[config.mk]
export PLATFORM = sky130hd
export DESIGN_NAME = gauss11_conv_mac
export DESIGN_NICKNAME = d
export VERILOG_FILES = /design/src/rtl/gauss11_conv_mac.sv
export SDC_FILE = /design/constraint.sdc
export NUM_CORES = 1
export LEC_CHECK = 0
export CORE_ASPECT_RATIO = 1.2
export CORE_UTILIZATION = 45
export DETAILED_ROUTE_END_ITERATION = 8
export DONT_BUFFER_PORTS = 1
export GPL_TIMING_DRIVEN = 1
export SYNTH_ARGS = -nofsm -noshare
export SYNTH_HDL_FRONTEND = slang
export SYNTH_SLANG_ARGS = --single-unit
[constraint.sdc]
create_clock -name i_clk -period 6.5 [get_ports i_clk]
set_input_delay 0.325 -clock i_clk [delete_from_list [all_inputs] [get_ports i_clk]]
set_output_delay 0.325 -clock i_clk [all_outputs]
set_load 0.01 [all_outputs]
[src/rtl/gauss11_conv_mac.sv]
// ----------------------------------------------------------------------------
// gauss11_conv_mac
//   Walks the 121 taps of an 11x11 Gaussian kernel. The coefficient ROM and the
//   pixel-window buffer are read in lockstep, and each pixel/coefficient product
//   is accumulated. The sum is then normalised by the kernel sum (1172) using a
//   reciprocal multiply and a shift. One saturated 8-bit pixel is presented on a
//   valid/ready handshake.
//
//   Optional feature: define ROUND_EN to round half up before the normalising
//   shift. Without it, the normalise step truncates. Saturation is always on.
//
// Ports
//   i_clk, i_rst       clock, synchronous active-high reset
//   i_start            run request, accepted only when idle
//   o_busy             high whenever not idle
//   o_coef_rd_en/addr  coefficient ROM read port (data on i_coef_data, +1 cycle)
//   o_pix_rd_en/addr   window buffer read port (data on i_pix_data, +1 cycle)
//   o_out_valid/data   result, held until i_out_ready
// ----------------------------------------------------------------------------
module gauss11_conv_mac #(
    parameter int PIX_W      = 8,
    parameter int COEF_W     = 24,
    parameter int TAPS       = 121,
    parameter int ADDR_W     = 7,
    parameter int ACC_W      = 40,
    parameter int NORM_MUL   = 895,
    parameter int NORM_SHIFT = 20
) (
    input  logic              i_clk,
    input  logic              i_rst,
    input  logic              i_start,
    output logic              o_busy,
    output logic              o_coef_rd_en,
    output logic [ADDR_W-1:0] o_coef_addr,
    input  logic [COEF_W-1:0] i_coef_data,
    output logic              o_pix_rd_en,
    output logic [ADDR_W-1:0] o_pix_addr,
    input  logic [PIX_W-1:0]  i_pix_data,
    output logic              o_out_valid,
    input  logic              i_out_ready,
    output logic [PIX_W-1:0]  o_out_data
);

    localparam int PROD_W = PIX_W + COEF_W;
    // Headroom for acc * NORM_MUL plus the rounding term.
    localparam int T_W    = ACC_W + 12;

    localparam logic [T_W-1:0] PIX_MAX = T_W'((1 << PIX_W) - 1);
`ifdef ROUND_EN
    localparam logic [T_W-1:0] ROUND_ADD = T_W'(1) << (NORM_SHIFT - 1);
`else
    localparam logic [T_W-1:0] ROUND_ADD = '0;
`endif

    typedef enum logic [2:0] {S_IDLE, S_RUN, S_DRAIN, S_NORM, S_DONE} state_t;

    state_t            r_state;
    logic              r_busy;
    logic              r_rd_en;
    logic [ADDR_W-1:0] r_tap;
    logic              r_dv;       // read data valid, rd_en delayed one cycle
    logic [ACC_W-1:0]  r_acc;
    logic              r_out_valid;
    logic [PIX_W-1:0]  r_out_data;

    logic [PROD_W-1:0] w_prod;
    logic [T_W-1:0]    w_scaled;
    logic [T_W-1:0]    w_t;
    logic [PIX_W-1:0]  w_sat;

    assign w_prod   = PROD_W'(i_pix_data) * PROD_W'(i_coef_data);
    assign w_scaled = T_W'(r_acc) * T_W'(NORM_MUL) + ROUND_ADD;
    assign w_t      = w_scaled >> NORM_SHIFT;
    assign w_sat    = (w_t > PIX_MAX) ? PIX_MAX[PIX_W-1:0] : w_t[PIX_W-1:0];

    always_ff @(posedge i_clk) begin
        if (i_rst) begin
            r_state     <= S_IDLE;
            r_busy      <= 1'b0;
            r_rd_en     <= 1'b0;
            r_tap       <= '0;
            r_dv        <= 1'b0;
            r_acc       <= '0;
            r_out_valid <= 1'b0;
            r_out_data  <= '0;
        end else begin
            r_dv <= r_rd_en;
            // The product of the read issued last cycle is available now.
            // The final one lands on the DRAIN edge.
            if (r_dv)
                r_acc <= r_acc + ACC_W'(w_prod);

            case (r_state)
                S_IDLE: begin
                    if (i_start) begin
                        r_state <= S_RUN;
                        r_busy  <= 1'b1;
                        r_rd_en <= 1'b1;
                        r_tap   <= '0;
                        r_acc   <= '0;
                    end
                end
                S_RUN: begin
                    if (r_tap == ADDR_W'(TAPS - 1)) begin
                        // The address stays at the last tap until the next start.
                        r_state <= S_DRAIN;
                        r_rd_en <= 1'b0;
                    end else begin
                        r_tap <= r_tap + 1'b1;
                    end
                end
                S_DRAIN: r_state <= S_NORM;
                S_NORM: begin
                    r_out_data <= w_sat;
                    r_state    <= S_DONE;
                end
                S_DONE: begin
                    // Spend one cycle here before raising valid. The data
                    // registered on the NORM edge is already stable by then.
                    if (!r_out_valid) begin
                        r_out_valid <= 1'b1;
                    end else if (i_out_ready) begin
                        r_out_valid <= 1'b0;
                        r_busy      <= 1'b0;
                        r_state     <= S_IDLE;
                    end
                end
                default: r_state <= S_IDLE;
            endcase
        end
    end

    assign o_busy       = r_busy;
    assign o_coef_rd_en = r_rd_en;
    assign o_coef_addr  = r_tap;
    assign o_pix_rd_en  = r_rd_en;
    assign o_pix_addr   = r_tap;
    assign o_out_valid  = r_out_valid;
    assign o_out_data   = r_out_data;

endmodule
### Word-level counts from Yosys, hierarchy flattened

Cells that the tools add are included.

| word-level totals | value |
|---|---|
| output and inout port bits | 26 |
| bits in registers | 62 |
| input bits | 36 |

| cells by class | value |
|---|---|
| order comparisons | 1 |
| equal/unequal tests | 10 |
| multipliers | 2 |
| muxes and demuxes | 20 |
| reductions and logical operators | 7 |
| add/subtract/negate cells | 2 |

Operators by type and width:

| kind | number |
|---|---|
| 40-bit two-way mux | 3 |
| 40-bit by 10-bit multiplier with 50-bit output, second input constant | 1 |
| 40-bit by 32-bit adder with 40-bit output | 1 |
| 8-bit by 24-bit multiplier with 32-bit output | 1 |
| 30-bit by 8-bit greater-than comparator with 1-bit output, second input constant | 1 |
| 3-bit case mux with 5 select lines | 1 |
| 7-bit two-way mux | 2 |
| 7-bit case mux with 2 select lines | 1 |
| 3-bit two-way mux | 4 |
| 2-bit != test, second input constant | 5 |
| 8-bit two-way mux | 1 |
| 4-bit AND reduction | 2 |
| 7-bit by 1-bit adder with 7-bit output, second input constant | 1 |
| 7-bit equality test, second input constant | 1 |
| 3-bit by 2-bit equality test with 1-bit output, second input constant | 2 |
| 1-bit two-way mux | 6 |
| 3-bit AND reduction | 2 |
| 1-bit case mux with 2 select lines | 2 |
| 2-bit nonzero test | 2 |
| 3-bit by 1-bit equality test with 1-bit output, second input constant | 1 |
| 3-bit equality test, second input constant | 1 |
| 3-bit logical NOT | 1 |

### Logic depth before layout (Yosys ltp)

| depth | value |
|---|---|
| word-level depth | 5 |
| mapped depth | 24 |
| mapped depth without buffers | 22 |

### Least setup slack after synthesis

Ideal clock, no wire load.

| path | value |
|---|---|
| path kind | register to register |
| start | register r_acc[23] |
| end | register r_out_data[1], in the netlist o_out_data[1] |
| required time | 6376 ps |
| buffers on the path | 2 |
| slack | 695 ps |
| arrival time | 5681 ps |
| cell stages (with the launch flop) | 23 |
| cell sequence | dfxtp_1 -> inv_1 -> fa_1 -> inv_1 -> fa_1 -> fa_1 -> fa_1 -> inv_1 -> fa_1 -> inv_1 -> ha_1 -> buf_2 -> a21oi_1 -> o21ai_0 -> a21oi_1 -> nor2_1 -> a211oi_1 -> a21oi_1 -> or3_1 -> a2111oi_0 -> and4_1 -> buf_6 -> a21oi_1 |

| on the way | value |
|---|---|
| longest elaborated chain between the ends | 3 |

Ends and longest elaborated chain:

| element | RTL line | RTL |
|---|---|---|
| from (decl) | 62 | `logic [ACC_W-1:0] r_acc;` |
| from (signal assigned) | 91 | `r_acc <= r_acc + ACC_W'(w_prod);` |
| 40-bit by 10-bit multiplier with 50-bit output | 72 | `assign w_scaled = T_W'(r_acc) * T_W'(NORM_MUL) + ROUND_ADD;` |
| 30-bit by 8-bit greater-than comparator with 1-bit output | 74 | `assign w_sat = (w_t > PIX_MAX) ? PIX_MAX[PIX_W-1:0] : w_t[PIX_W-1:0];` |
| 8-bit two-way mux | 74 |  |
| to (signal assigned) | 114 | `r_out_data <= w_sat;` |
| to (decl) | 64 | `logic [PIX_W-1:0] r_out_data;` |

Every way passes these cells.
A chain may end at the register's enable or synchronous reset.

### Worst setup path after layout

| path | value |
|---|---|
| start | register r_acc[30] |
| end | register r_out_data[2], in the netlist o_out_data[2] |

The elaborated chain is that of the path after synthesis.

==> results.md <==
- Vias after detailed routing: 13000
- Nets@finish: 2603
- Crit share post-route: 0.958
- Setup ws final: around 0.27 ns
- Comb power frac: 0.892
- Max_cap viols: 0
- Multi-input logic area: 14900 um^2
- Max Fclk: approximately 0.16 GHz
- TritonCTS buffer count: 9
- Io pins: 62
- Synth area leaders: fa_1 (42%), ha_1 (13%), inv_1 (10%), dfxtp_1 (6.9%), nand2_1 (3.8%)
- Design area: roughly 19000 um^2
- Starting DRT DRC Count: about 440
- WP buf/inv: 4
- Crit path cell chain: inv_1 -> fa_1 -> inv_1 -> fa_1 -> fa_1 -> fa_1 -> inv_1 -> fa_1 -> inv_1 -> ha_1 -> a21oi_1 -> o21ai_0 -> a21oi_2 -> nor2_1 -> a211oi_2 -> a21oi_1 -> or3_1 -> a2111oi_0 -> and4_2 -> a21oi_1
- Leakage power: 10.4 nW
- Internal power: approximately 0.0044 W
- Pre-Repair DR Iteration Count: 5
- DR WL/cell: 15.7 um
- Post-layout min period: 6.23 ns
- Largest net degree at the start of global routing: 47
- Placer Congestion: just under 0.9
- Total Routed Length: 39900 um
- #FFs+latches synth: 62
- Post-Layout Cell Count: 2536
- Initial antenna violation count: 1
- Yosys warning total: 0
- Slew at the pin closest to its max-slew limit: roughly 0.89 ns
- Die Span X: 185 um
- Skew final: 0.0106 ns
- Core region area: 39700 um^2
- Synthesized area per cell: ~9 um^2
- H-Tree Level Count: 3
- Starting density of the core: 0.456
- GRT overflow: 0
- Fill count: about 3900
- Reg clk slew, reported paths: 0.06 ns
- Switching power: 0.00562 W
- Worst EP required: 6.74 ns
- Status: finished, final reports clean
- Peak supply drop: 0.000336 V
- Mapped Cells: 2004
- Drc violations: 0
- Die ar.: 41100 um^2
- Dpl ws: 0.00298 ns
- # port buffers: 0
- Final setup vio count: 0
- Clock latency on the worst-skew pair: 0.36 ns
- Dpl hpwl: ~35000 um
- Top cell type's share of synthesized area: 0.416
- CTS tree: built
- FF/Latch Area: 1250 um^2
- Cell Area, Synth: 18100 um^2
- Final hold vios: 0
- Worst-case reg-to-reg path depth: 20
- Maximum fanout along the worst path: 8
- GR Util All Layers: 0.212
- Sw Share: 0.561
- Slew margin rel.: 0.403
- Critical Path Max Stage Delay: around 0.57 ns
- Hold depth: 1
- Chip Height: 222 um
- Async SR Flop Fraction: 0
- Placed cell count: 2507
- Distinct cell type count after synthesis: 62
- Post-placement cell area: roughly 19000 um^2
- CTS Sinks: 62
- Antenna Nets Post-Route: 0
- First-pass GRT wire length: 69200 um
- Post-layout power: 0.0100 W
- Setup crit start: r_acc[30]$_SDFF_PP0_
- Worst path depth: 20
- Seq pwr share: 0.051
- # rows: 80
- Top_reg_cell synth: dfxtp_1
- CP Launch Type: flop
- Number of global-route vias before repair: between 10000 and 15000
- Reg2reg start: r_acc[30]$_SDFF_PP0_
- Max Slew Vio Count: 0
- Clock Tree Buf Depth: 2
- Worst Path Arrival: 6.47 ns
- Post-synth EDFFs: 0
- CP endpoint kind: flop
- Clk pwr share: 0.056
- R2R Path End: o_out_data[2]$_SDFFE_PP0P_
- Synth-to-layout area growth: 5.99%
- Share of cells above drive strength 1: 0.0420
- Post-synthesis sequential area ratio: 0.0685
- Cell Pwr Density: 522 nW/um^2
- Internal reg-to-reg setup slack: about 0.27 ns
- Yosys top cell by area: fa_1
- Net count after synthesis: 2610
- Final Core Density: 0.483
- Post-DR vias/cell: 5.13
- Worst path most repeated cell: fa_1
- Type of the most critical hold path: input port to flop
- Type of the worst setup path: flop to flop
- Crit-path leading delay family: adder cells
- Critical-path top delay cell: fa_1
- Critical path endpoint: o_out_data[2]$_SDFFE_PP0P_
- Root Buffer: clkbuf_16
## layout make-up
type | instances | share of cell area
diodes | 1 | 0.000130
clock buffers | 13 | 0.0141
clock inverters | 3 | 0.00339
inverters | 486 | 0.0960
multi-input cells | 1405 | 0.774
flip-flops and latches | 62 | 0.0652
well taps | 533 | 0.0347
repair buffers | 33 | 0.0129
## layout by cell type (no fill, tap or decap), types with 5 or more instances in the layout
master      synthesis  routed
a21oi_1            86      84
xnor2_1            35      35
a31oi_1            11      11
nand3_1            28      28
o31ai_1             8       8
o211ai_1           12      12
and3_1              9       9
ha_1              194     194
nand4_1            16      16
nor3_1             13      13
nor2_1             84      84
dfxtp_1            62      53
o21ai_0            47      46
clkinvlp_4          0       5
a21o_1             31      31
buf_4               8      33
fa_1              376     376
clkbuf_16           0       9
xor2_1             28      28
inv_1             486     480
o21a_1              9       9
or3_1               7       7
nand2b_1            9       9
a211oi_1           17      15
o21bai_1           17      17
and2_1             81      81
dfxtp_2             0       9
mux2i_1            28      27
nand2_1           185     185
nor4_1             15      15
## synthesized netlist by cell type, drive strengths merged (3+ instances only)
| cell type | instances |
|---|---|
| inv | 486 |
| fa | 376 |
| ha | 194 |
| nand2 | 185 |
| a21oi | 88 |
| nor2 | 84 |
| and2 | 81 |
| dfxtp | 62 |
| o21ai | 49 |
| clkbuf | 35 |
| xnor2 | 35 |
| a21o | 31 |
| mux2i | 28 |
| nand3 | 28 |
| xor2 | 28 |
| a211oi | 17 |
| o21bai | 17 |
| buf | 16 |
| nand4 | 16 |
| nor4 | 15 |
| nor3 | 13 |
| o211ai | 12 |
| a31oi | 11 |
| o31ai | 10 |
| and3 | 9 |
| nand2b | 9 |
| o21a | 9 |
| or3 | 7 |
| a2111oi | 5 |
| o221ai | 4 |
| a211o | 3 |
| nor2b | 3 |
| o21ba | 3 |
| o22a | 3 |
| o22ai | 3 |
## repair_timing
item | in CTS | in global routing
hold buffers | 0 | 0
pin swaps | 0 | 1
buffers inserted | 0 | 12
resized for setup | 1 | 22
endpoints found under the setup margin | 7 | 8
## power by group through the flow
stage	registers [W]	logic, W	clock network, W
floorplan	0.000503	0.00691	0
global placement	0.000512	0.00890	0
detailed placement	0.000517	0.00899	0
CTS	0.000507	0.00908	0.000575
global route	0.000526	0.0104	0.000593
finish	0.000514	0.00894	0.000565
## layer usage
| layer | global-route usage | vias to the layer above | part of all wire |
|---|---|---|---|
| met5 | 0 | - | 0 |
| met4 | 0.0475 | 0 | 0.016 |
| met3 | 0.0222 | 38 | 0.025 |
| met2 | 0.400 | 171 | 0.56 |
| met1 | 0.254 | 6575 | 0.40 |
| li1 | - | 6235 | - |
## kinds of logic (layout without fill, tap and decap cells)
group	count (synthesis)	count (layout)	synth area share
AND/OR/NAND/NOR	460	460	0.120
multiplexers	30	30	0.0167
AO/OA/AOI/OAI	282	282	0.102
flip-flops	62	62	0.0685
adder cells (fa/ha/maj)	570	570	0.550
XOR/XNOR	63	63	0.0305
other	0	1	0
buffers and inverters	537	535	0.113
## how the worst min path moves through the flow
| stage | startpoint | endpoint |
|---|---|---|
| after floorplan | o_out_valid$_SDFFE_PP0N_ | o_out_valid$_SDFFE_PP0N_ |
| after global placement | i_rst | r_dv$_SDFF_PP0_ |
| after detailed placement | i_rst | r_dv$_SDFF_PP0_ |
| after CTS | i_rst | r_dv$_SDFF_PP0_ |
| after global routing | i_rst | o_coef_addr[0]$_SDFFE_PP0P_ |
| final | i_rst | r_dv$_SDFF_PP0_ |
## state kept, by name, indices dropped and copies added (netlist names)
register and count:
r_acc 40, o_out_data 8, o_coef_addr 7, r_state 3, o_busy 1, o_coef_rd_en 1
o_out_valid 1, r_dv 1
## metrics by stage
step	TNS [ns]	hold WS, ns
6_report	0	0.0372
5_1_grt	-0.0192	0.0249
4_1_cts	0	0.0144
3_5_place_dp	0	0.401
3_3_place_gp	0	0.403
2_1_floorplan	0	0.505
## worst register-to-register path, delay by kind of cell (launching register included)
family                   cells  cell delay (ns)
buffers and inverters        4             0.39
AO/OA/AOI/OAI                7             1.45
flip-flops                   1             0.42
AND/OR/NAND/NOR              3             0.82
adder cells (fa/ha/maj)      6             3.01
Power figures use the tool's default switching activity.
